--- src/rtl/alu_seq.sv ---
// Sequential ALU with shared-bus operand registers, start/busy/done handshake,
// single-cycle logic/arithmetic ops and WIDTH-step shift-add MUL / restoring DIV.
module alu_seq #(
    parameter int WIDTH = 8
) (
    input  logic             clk,
    input  logic             rst_n,
    input  logic [WIDTH-1:0] operand,
    input  logic             load_a,
    input  logic             load_b,
    input  logic [3:0]       opcode,
    input  logic             start,
    output logic             busy,
    output logic             done,
    output logic [WIDTH-1:0] result,
    output logic [WIDTH-1:0] result_hi,
    output logic [4:0]       flags
);

    localparam int CW = $clog2(WIDTH + 1);

    typedef enum logic [1:0] {IDLE, MUL, DIV} state_t;

    state_t           state, state_next;
    logic [WIDTH-1:0] a_reg, b_reg, op_b;
    logic [WIDTH-1:0] acc_hi, acc_lo;
    logic [CW-1:0]    counter;

    logic [WIDTH-1:0] sc_result, sc_hi;
    logic [4:0]       sc_flags;
    logic             sc_c, sc_v, sc_div0;
    logic [WIDTH:0]   add_ext, inc_ext, sub_ext, shl_ext;

    logic [WIDTH:0]   mul_sum;
    logic [WIDTH-1:0] mul_hi_next, mul_lo_next;
    logic [WIDTH:0]   div_shift, div_diff;
    logic             div_ge;
    logic [WIDTH-1:0] div_rem_next, div_quo_next;

    assign busy = (state != IDLE);

    // Single-cycle results; the shifted-out SHL bit lands in bit WIDTH of the extended shift.
    always_comb begin
        sc_result = '0;
        sc_hi     = '0;
        sc_c      = 1'b0;
        sc_v      = 1'b0;
        sc_div0   = 1'b0;
        add_ext   = {1'b0, a_reg} + {1'b0, b_reg};
        inc_ext   = {1'b0, a_reg} + (WIDTH+1)'(1);
        sub_ext   = {1'b0, a_reg} - {1'b0, b_reg};
        shl_ext   = {1'b0, a_reg} << b_reg;
        case (opcode)
            4'd0: begin
                sc_result = add_ext[WIDTH-1:0];
                sc_c      = add_ext[WIDTH];
                sc_v      = (a_reg[WIDTH-1] == b_reg[WIDTH-1]) &&
                            (add_ext[WIDTH-1] != a_reg[WIDTH-1]);
            end
            4'd1: begin
                sc_result = inc_ext[WIDTH-1:0];
                sc_c      = inc_ext[WIDTH];
                sc_v      = !a_reg[WIDTH-1] && inc_ext[WIDTH-1];
            end
            4'd2: begin
                sc_result = sub_ext[WIDTH-1:0];
                sc_c      = sub_ext[WIDTH];
                sc_v      = (a_reg[WIDTH-1] != b_reg[WIDTH-1]) &&
                            (sub_ext[WIDTH-1] != a_reg[WIDTH-1]);
            end
            4'd3: sc_result = a_reg ^ b_reg;
            4'd4: sc_result = a_reg | b_reg;
            4'd5: sc_result = a_reg & b_reg;
            4'd6: begin
                sc_result = shl_ext[WIDTH-1:0];
                sc_c      = shl_ext[WIDTH];
            end
            4'd7: sc_result = a_reg >> b_reg;
            4'd9: begin
                sc_result = '1;
                sc_hi     = a_reg;
                sc_div0   = 1'b1;
            end
            default: ;
        endcase
        sc_flags = {sc_div0, sc_v, sc_c, sc_result[WIDTH-1], (sc_result == '0)};
    end

    // One iteration of each multi-cycle algorithm, applied to the accumulator pair.
    always_comb begin
        mul_sum      = {1'b0, acc_hi} + (acc_lo[0] ? {1'b0, op_b} : '0);
        mul_hi_next  = mul_sum[WIDTH:1];
        mul_lo_next  = {mul_sum[0], acc_lo[WIDTH-1:1]};
        div_shift    = {acc_hi, acc_lo[WIDTH-1]};
        div_ge       = (div_shift >= {1'b0, op_b});
        div_diff     = div_shift - {1'b0, op_b};
        div_rem_next = div_ge ? div_diff[WIDTH-1:0] : div_shift[WIDTH-1:0];
        div_quo_next = {acc_lo[WIDTH-2:0], div_ge};
    end

    always_comb begin
        state_next = state;
        case (state)
            IDLE: begin
                if (start && opcode == 4'd8)
                    state_next = MUL;
                else if (start && opcode == 4'd9 && b_reg != '0)
                    state_next = DIV;
            end
            MUL, DIV: begin
                if (counter == CW'(1))
                    state_next = IDLE;
            end
            default: state_next = IDLE;
        endcase
    end

    always_ff @(posedge clk or negedge rst_n) begin
        if (!rst_n)
            state <= IDLE;
        else
            state <= state_next;
    end

    always_ff @(posedge clk or negedge rst_n) begin
        if (!rst_n) begin
            a_reg     <= '0;
            b_reg     <= '0;
            op_b      <= '0;
            acc_hi    <= '0;
            acc_lo    <= '0;
            counter   <= '0;
            result    <= '0;
            result_hi <= '0;
            flags     <= '0;
            done      <= 1'b0;
        end else begin
            done <= 1'b0;
            if (load_a) a_reg <= operand;
            if (load_b) b_reg <= operand;
            case (state)
                IDLE: begin
                    if (start) begin
                        if (state_next != IDLE) begin
                            acc_hi  <= '0;
                            acc_lo  <= a_reg;
                            op_b    <= b_reg;
                            counter <= CW'(WIDTH);
                        end else begin
                            result    <= sc_result;
                            result_hi <= sc_hi;
                            flags     <= sc_flags;
                            done      <= 1'b1;
                        end
                    end
                end
                MUL: begin
                    acc_hi  <= mul_hi_next;
                    acc_lo  <= mul_lo_next;
                    counter <= counter - CW'(1);
                    if (counter == CW'(1)) begin
                        result    <= mul_lo_next;
                        result_hi <= mul_hi_next;
                        flags     <= {2'b00, (mul_hi_next != '0),
                                      mul_lo_next[WIDTH-1], (mul_lo_next == '0)};
                        done      <= 1'b1;
                    end
                end
                DIV: begin
                    acc_hi  <= div_rem_next;
                    acc_lo  <= div_quo_next;
                    counter <= counter - CW'(1);
                    if (counter == CW'(1)) begin
                        result    <= div_quo_next;
                        result_hi <= div_rem_next;
                        flags     <= {3'b000, div_quo_next[WIDTH-1], (div_quo_next == '0)};
                        done      <= 1'b1;
                    end
                end
                default: ;
            endcase
        end
    end

endmodule
--- config.mk ---
export PLATFORM = sky130hd
export DESIGN_NAME = alu_seq
export DESIGN_NICKNAME = d
export VERILOG_FILES = /design/src/rtl/alu_seq.sv
export SDC_FILE = /design/constraint.sdc
export NUM_CORES = 1
export LEC_CHECK = 0
export CELL_PAD_IN_SITES_DETAIL_PLACEMENT = 0
export CELL_PAD_IN_SITES_GLOBAL_PLACEMENT = 2
export CORE_ASPECT_RATIO = 2
export CORE_MARGIN = 10
export CORE_UTILIZATION = 31
export DETAILED_ROUTE_END_ITERATION = 7
export GPL_TIMING_DRIVEN = 0
export PLACE_DENSITY_LB_ADDON = 0.1
export SLEW_MARGIN = 20
export SYNTH_ARGS = -nofsm -noshare
export SYNTH_HDL_FRONTEND = slang
export SYNTH_SLANG_ARGS = --single-unit
--- constraint.sdc ---
create_clock -name clk -period 3.41 [get_ports clk]
set_input_delay 0.682 -clock clk [delete_from_list [all_inputs] [get_ports clk]]
set_output_delay 0.682 -clock clk [all_outputs]
set_load 0.01 [all_outputs]
==> results of run 1 <==
==> kinds of logic (layout without fill, tap and decap cells) <==
group           Yosys count  in the layout
simple gates            277            277
compound gates          227            227
buf+inv                  93            146
flops                    67             67
fa+ha+maj                52             52
xor+xnor                 19             19
mux                      18             18
==> synthesized netlist by cell type (15+ instances only) <==
library cell / n / area share [%]
a31oi_1: 21 / 2.1
a211oi_1: 15 / 1.8
nor2_1: 63 / 3.8
o21ai_0: 51 / 4.1
nand3_1: 24 / 2.0
inv_1: 42 / 2.6
ha_1: 48 / 9.8
a21oi_1: 42 / 3.4
clkbuf_1: 31 / 1.9
nand2_1: 73 / 4.5
dfrtp_1: 67 / 27
nor3_1: 20 / 1.6
==> cell type report <==
class	instances	area, µm²	share of cell area (%)
multi-input cells	593	4163	56.43
flip-flops and latches	67	1678	22.74
repair buffers	41	417.9	5.665
well taps	259	324.1	4.393
plain buffers	45	267.8	3.630
clock buffers	11	252.7	3.426
inverters	44	166.4	2.256
clock inverters	5	107.6	1.459
==> power by group through the flow <==
stage          logic (mW)  clock network (mW)  registers [mW]
2_1_floorplan        2.34                   0            1.38
3_3_place_gp         3.59                   0            1.48
3_5_place_dp         3.63                   0            1.48
4_1_cts              3.67                1.16            1.47
5_1_grt              4.10                1.18            1.50
6_report             3.71                1.15            1.48
==> per-layer routing <==
metal  vias to the layer above  track usage [%]  routed length (µm)
li1                       2882                -                   -
met3                       116            1.954                 791
met2                       239            43.26               16190
met5                         -                0                   0
met4                         0            18.96                2833
met1                      3071            19.62                9047
==> stage by stage <==
step	instances	instance area, µm²	util [%]
after floorplan	753	6156	-
after global placement	1050	6860	35.26
after detailed placement	1053	6917	35.55
after CTS	1066	7318	37.61
after global routing	1065	7377	37.91
final	1065	7377	37.91
==> repair_timing <==
item	CTS	global route
setup buffers	0	0
hold buffers	0	0
pin swaps	0	4
resized for setup	21	20
setup endpoints to repair	10	15
gates cloned	0	0
==> worst max-delay path by stage <==
stage | slack (ns) | end | cells after the start
3_5_place_dp | -0.73 | result[3] | 12
4_1_cts | -0.06 | result[3] | 11
3_3_place_gp | -0.78 | result_hi[3] | 1
6_report | 0.08 | flags[0] | 9
5_1_grt | 0.009 | result[1] | 10
2_1_floorplan | 0.52 | result[5] | 12
==> reports/results.tsv, run 1 <==
metric	value	unit
top_reg_cell synth	dfrtp_1	
Post-Synthesis Cells	753	
minimum clock period	3.332	ns
cell row count	72	
# DRC	0	
sequential share of power	23.3	%
count of final hold-check violations	0	
switch share	46.72	%
clock group share of total power	18.1	%
Post-Synth XOR/XNOR Area	2.703	%
pre-CTS WS	-0.7297	ns
htree depth	3	
Clock transition at path regs	0.06	ns
post-synthesis sequential area ratio	27.24	%
worst path required time	3.68	ns
RSZ-0062 raised after global routing	false	
gpl congestion	0.9572	
Die X	119.6	µm
clock latency on the worst-skew pair	0.35	ns
status	finished clean	
initial core utilization	31.64	%
Worst-Margin Slew	0.8813	ns
Final Slew Violations	0	
per-cell routed wire length	27.10	µm
Slew HR	40.80	%
die area	0.02624	mm²
worst path buffer plus inverter count	2	
Comb pwr share	58.6	%
IO Count	40	
final wirelength	28860	µm
R2R Path End	flags[0]	
Initial DRC Count	546	
core box area	0.01946	mm²
Worst Hold Class	primary input to asynchronous set/reset pin	
NetSw	2.962	mW
clock tree sinks	67	
slowest CP cell	buf_1	
TNS Setup	0	ns
CP cell instances	buf_1, inv_1, ha_1, nand3_1, o21ai_0, a221o_1, a21oi_1, nand4_1, o21ai_1	
Post-Synth Adder-Cell Area	11.06	%
Tot Pwr	6.340	mW
Total GRT Usage	22.17	%
Post-Synthesis Cell Area	0.006156	mm²
drt first pass iters	6	
Die H	219.3	µm
mux share of post-synthesis cell area	4.268	%
Yosys reg bits	67	
R2R cell count	9	
Worst Setup End Kind	register	
nets@finish	870	
total CTS buffers	9	
worst vdd ir	0.3432	mV
complex-gate fraction of the synthesized area	24.98	%
Synth-to-Final Area Change	19.84	%
internal power	3.378	mW
CP max stage delay	0.65	ns
Async S/R FF share, synth	100.0	%
CTS tree	built	
syn_area_per_cell	8.175	µm²
Synth Area in Simple Gates	22.93	%
startpoint types	register	
Via density	5.923	
clk buf depth	2	
Setup CP Type	register to register	
Port-buffer cells	38	
initial antenna violation count	0	
Post-synth EDFFs	0	
Final Skew	0.008389	ns
Vias	6308	
syn nets	822	
first-pass GRT wire length	43120	µm
DP HPWL	23520	µm
Leak	2.909	nW
vias in the first global route	6637	
share of cells above drive strength 1	11.29	%
Setup-failing EPs final	0	
R2R Path Start	a_reg[7]	
most frequent cells in the layout	nand2_1, dfrtp_1, nor2_1	
antenna-violating nets left	0	
main combinational cell family by area after synthesis	compound AO/OA/AOI/OAI gates	
PD cells	859.5	mW/mm²
root buf cell	clkbuf_16	
commonest non-fill, non-tap cell in the layout	nand2_1	
max_cap viols	0	
CP top delay family	buffers and inverters	
diode count	0	
R2R Setup Slk	0.08	ns
Yosys cell types	75	
Ys Warns	0	
GRT overflow	0	
pin count of the biggest net entering global routing	46	
Fillers	2086	
final period utilization	97.71	%
setup ws final	0.07793	ns
fmax	300.1	MHz
Crit. Startpoint	a_reg[7]	
CP Max Fanout	10	
crit path DAT	3.60	ns
WHS	0.2391	ns
Note: power is estimated with default switching activity, not from simulation.
==> inputs of run 2 (changes only) <==
--- a/config.mk
+++ b/config.mk
@@ -13,6 +13,7 @@
 export DETAILED_ROUTE_END_ITERATION = 7
 export GPL_TIMING_DRIVEN = 0
 export PLACE_DENSITY_LB_ADDON = 0.1
+export RECOVER_POWER = 25
 export SLEW_MARGIN = 20
 export SYNTH_ARGS = -nofsm -noshare
 export SYNTH_HDL_FRONTEND = slang
==> run 2 against run 1 <==
Net effect: final cell count did not move; count of clock-buffer cells in the layout unchanged; non-clock buffer count stayed put; routed wire length barely moved; utilization fell by 0.13 points; worst hold slack better by 0.26 ns; sequential power about the same; total power about the same; critical path depth stayed put; flip-flop and latch count did not move.
==> reports/results.tsv, run 2 (synthesis gave the netlist of run 1 again) <==
metric	value	unit
DP HPWL	23520	µm
status	finished clean	
met3 usage	1.954	%
final period utilization	98.03	%
CP Max Fanout	10	
Leak	2.897	nW
Worst Hold Class	register to register	
per-cell routed wire length	27.08	µm
startpoint types	register	
most frequent cells in the layout	nand2_1, dfrtp_1, nor2_1	
Worst-Margin Slew	1.293	ns
Hold Startpoint	result[6]	
nets@finish	870	
commonest non-fill, non-tap cell in the layout	nand2_1	
R2R Path Start	a_reg[7]	
Setup-failing EPs final	0	
max_cap viols	0	
antenna-violating nets left	0	
die area	0.02624	mm²
first-pass GRT wire length	43120	µm
fmax	299.2	MHz
RSZ-0062 raised after global routing	false	
fin util	37.78	%
Worst Setup End Kind	register	
GRT overflow	0	
met2 GRT Util	43.26	%
Final Slew Violations	0	
Post-CTS Setup Bufs	0	
Crit. Startpoint	a_reg[7]	
GRT busiest layer	met2	
R2R Setup Slk	0.07	ns
clock latency on the worst-skew pair	0.35	ns
PD cells	862.1	mW/mm²
core box area	0.01946	mm²
pin count of the biggest net entering global routing	46	
minimum clock period	3.343	ns
placed insts	1053	
gpl congestion	0.9572	
Port-buffer cells	38	
Final Non-Filler Cells	1065	
Slew HR	13.83	%
R2R Path End	flags[0]	
worst vdd ir	0.3432	mV
Vias	6302	
Synth-to-Final Area Change	19.41	%
initial core utilization	31.64	%
drt first pass iters	5	
Final Skew	0.008389	ns
Via density	5.917	
met1 GRT Util	19.62	%
share of cells above drive strength 1	11.17	%
Die X	119.6	µm
total CTS buffers	9	
crit path DAT	3.62	ns
Fillers	2088	
worst path required time	3.68	ns
clk buf depth	2	
Initial DRC Count	546	
CTS tree	built	
Tot Pwr	6.337	mW
root buf cell	clkbuf_16	
Setup CP Type	register to register	
diode count	0	
Clock transition at path regs	0.06	ns
IO Count	40	
last element of the critical path	flags[0]	
clock tree sinks	67	
vias in the first global route	6637	
final wirelength	28840	µm
R2R cell count	9	
htree depth	3	
cell row count	72	
Total GRT Usage	22.17	%
count of final hold-check violations	0	
Die H	219.3	µm
# hold bufs at CTS	0	
initial antenna violation count	0	
# DRC	0	
[run 2: cell types whose count changed in the layout (fill, tap and decap cells not counted)]
| cell | before | now |
|---|---|---|
| buf_16 | 1 | 0 |
| buf_4 | 5 | 4 |
| clkbuf_1 | 17 | 18 |
| clkbuf_2 | 7 | 8 |
[run 2: how the worst min path moves through the flow]
stage,endpoint,slack (ns),cells after the start
5_1_grt,result[6],0.52,1
4_1_cts,counter[0],0.25,1
3_3_place_gp,result[6],0.48,1
3_5_place_dp,result[6],0.49,1
2_1_floorplan,a_reg[0],0.39,0
6_report,result[6],0.50,1
[run 2: metrics by stage]
| stage | hold slack [ns] | setup TNS, ns | cell area [µm²] | worst slack (ns) |
|---|---|---|---|---|
| floorplan | 0.3864 | 0 | 6156 | 0.5152 |
| global placement | 0.4827 | -56.81 | 6860 | -0.7801 |
| detailed placement | 0.4876 | -5.040 | 6917 | -0.7297 |
| CTS | 0.2470 | -0.06143 | 7318 | -0.06143 |
| global route | 0.5198 | 0 | 7351 | 0.009156 |
| finish | 0.4971 | 0 | 7351 | 0.06720 |
[run 2: timing repair]
| action | 4_1_cts | 5_1_grt |
|---|---|---|
| pin swaps | 0 | 4 |
| gates resized for setup | 21 | 20 |
| setup endpoints to repair | 10 | 15 |
[run 2: routing by layer]
metal,part of all wire (%),vias up
li1,-,2880
met1,31,3071
met2,56,241
met3,2.8,110
met4,9.7,0
met5,0,-
[run 2: power by group]
group	total (mW)	leakage, nW	switching [mW]	internal [mW]
combinational	3.71	1.91	2.21	1.50
clock	1.15	0.176	0.389	0.759
sequential	1.48	0.807	0.366	1.11
total	6.34	2.90	2.96	3.37
[run 2: area by class of cell]
cell class	instances	area [µm²]	share of cell area, %
tap	259	324.1	4.409
clock buffer	11	252.7	3.438
multi-input combinational	593	4163	56.63
sequential	67	1678	22.83
inverter	44	166.4	2.264
clock inverter	5	107.6	1.464
buffer	45	267.8	3.643
timing repair buffer	41	391.6	5.328
[run 2: critical path: stages (launching register included)]
cell     delay, ns
dfrtp_1       0.49
buf_1         0.65
inv_1         0.42
ha_1          0.49
nand3_1       0.14
o21ai_0       0.09
a221o_1       0.36
a21oi_1       0.23
nand4_1       0.21
o21ai_1       0.17
==> inputs of run 3 (changes only) <==
--- a/config.mk
+++ b/config.mk
@@ -9,7 +9,7 @@
 export CELL_PAD_IN_SITES_GLOBAL_PLACEMENT = 2
 export CORE_ASPECT_RATIO = 2
 export CORE_MARGIN = 10
-export CORE_UTILIZATION = 31
+export CORE_UTILIZATION = 37
 export DETAILED_ROUTE_END_ITERATION = 7
 export GPL_TIMING_DRIVEN = 0
 export PLACE_DENSITY_LB_ADDON = 0.1
==> run 3 against run 2 <==
Net effect: utilization grew 6.6 points; largest power group unchanged; routed wire length shrank 1.1%; die area shrank 14%; non-clock buffer count grew 3; clock skew grew 0.00067 ns; maximum frequency shrank 0.29%.
==> reports/results.tsv, run 3 (synthesis gave the netlist of run 1 again) <==
metric	value	unit
crit path DAT	3.59	ns
Leak	2.876	nW
total CTS buffers	9	
htree depth	3	
core box area	0.01635	mm²
RSZ-0062 raised after global routing	true	
clock tree sinks	67	
final instance area	0.007261	mm²
Via density	6.275	
max_cap viols	0	
NetSw	2.988	mW
fin util	44.41	%
CTS tree	built	
Total GRT Usage	25.00	%
WHS	0.4952	ns
R2R Path End	flags[2]	
Final Slew Violations	0	
Slew HR	2.306	%
PD cells	862.0	mW/mm²
sequential share of power	23.7	%
IO Count	40	
area of placed instances	0.006842	mm²
root buf cell	clkbuf_16	
Worst Hold Class	register to register	
hold path cells	1	
final period utilization	98.31	%
diode count	0	
Initial DRC Count	460	
switch share	47.74	%
clock group share of total power	16.4	%
final wirelength	28530	µm
CP Max Fanout	10	
Synth-to-Final Area Change	17.95	%
pre-CTS WS	-0.7499	ns
fmax	298.3	MHz
cell row count	66	
Comb pwr share	60.0	%
most frequent cells in the layout	nand2_1, dfrtp_1, nor2_1	
nets@finish	873	
placed insts	997	
status	finished clean	
per-cell routed wire length	28.16	µm
vias in the first global route	6671	
Port-buffer cells	38	
initial antenna violation count	0	
Setup-failing EPs final	0	
startpoint types	register	
die area	0.02251	mm²
count of final hold-check violations	0	
gpl congestion	1.025	
worst vdd ir	0.2946	mV
initial core utilization	37.65	%
R2R cell count	11	
pin count of the biggest net entering global routing	43	
Final Non-Filler Cells	1013	
Vias	6357	
last element of the critical path	flags[2]	
share of cells above drive strength 1	11.25	%
DP HPWL	22960	µm
Tot Pwr	6.259	mW
worst path required time	3.65	ns
Worst Setup End Kind	register	
clk buf depth	2	
TNS Setup	0	ns
GRT overflow	0	
Clock transition at path regs	0.06	ns
Crit. Startpoint	acc_lo[0]	
antenna-violating nets left	0	
Final Skew	0.009058	ns
Die H	202.4	µm
R2R Path Start	acc_lo[0]	
# hold bufs at CTS	0	
commonest non-fill, non-tap cell in the layout	nand2_1	
# DRC	0	
minimum clock period	3.352	ns
first-pass GRT wire length	42700	µm
R2R Setup Slk	0.06	ns
Worst-Margin Slew	1.465	ns
internal power	3.271	mW
Die X	111.2	µm
clock latency on the worst-skew pair	0.35	ns
setup ws final	0.05753	ns
drt first pass iters	6	
Setup CP Type	register to register	
-- run 3: cell types whose count changed in the layout (fill, tap and decap cells not counted), sizes merged --
cell and delta:
buf +1, clkinv +2, inv -3, bufinv -1, clkbuf +1, clkinvlp +3
-- run 3: critical path: stages, from the launching register on --
cell and delay (ns):
dfrtp_1 0.41, clkbuf_1 0.22, and2_1 0.19, ha_1 0.22, fa_1 0.46, a211oi_2 0.34, nor2_1 0.14, xnor2_2 0.29
nand3_1 0.16, o41ai_2 0.46, o41ai_1 0.15, o22a_1 0.19
-- run 3: cell type report --
cell class / instances / area, µm²
Buffer: 45 / 271.5
Sequential cell: 67 / 1678
Clock inverter: 6 / 90.09
Fill cell: 1709 / 9090
Multi-Input combinational cell: 593 / 4146
Tap cell: 204 / 255.2
Timing Repair Buffer: 44 / 416.7
Inverter: 44 / 173.9
Clock buffer: 10 / 229.0
-- run 3: repair_timing --
action,CTS,global route
pin swaps,2,4
buffers inserted,2,2
gates resized for setup,20,25
endpoints found under the hold margin,0,0
gates cloned,0,0
setup endpoints to repair,12,10
-- run 3: worst min-delay path by stage --
stage | start | end | slack, ns
2_1_floorplan | rst_n | a_reg[0] | 0.39
3_3_place_gp | result[6] | result[6] | 0.48
3_5_place_dp | result[6] | result[6] | 0.48
4_1_cts | rst_n | op_b[1] | 0.27
5_1_grt | result[2] | result[2] | 0.53
6_report | result[6] | result[6] | 0.50
-- run 3: per-layer routing --
| metal | track usage [%] | share of wire [%] | vias up | routed length, µm |
|---|---|---|---|---|
| met1 | 21.07 | 31 | 3109 | 8779 |
| met4 | 20.53 | 9.0 | 0 | 2557 |
| met3 | 3.203 | 3.7 | 109 | 1052 |
| met5 | 0 | 0 | - | 0 |
| met2 | 49.45 | 57 | 254 | 16140 |
| li1 | - | - | 2885 | - |
-- run 3: power groups by stage --
stage / clock network, mW / logic, mW / registers (mW)
2_1_floorplan: 0 / 2.34 / 1.38
3_3_place_gp: 0 / 3.58 / 1.48
3_5_place_dp: 0 / 3.64 / 1.48
4_1_cts: 1.03 / 3.70 / 1.47
5_1_grt: 1.07 / 4.10 / 1.51
6_report: 1.02 / 3.75 / 1.48
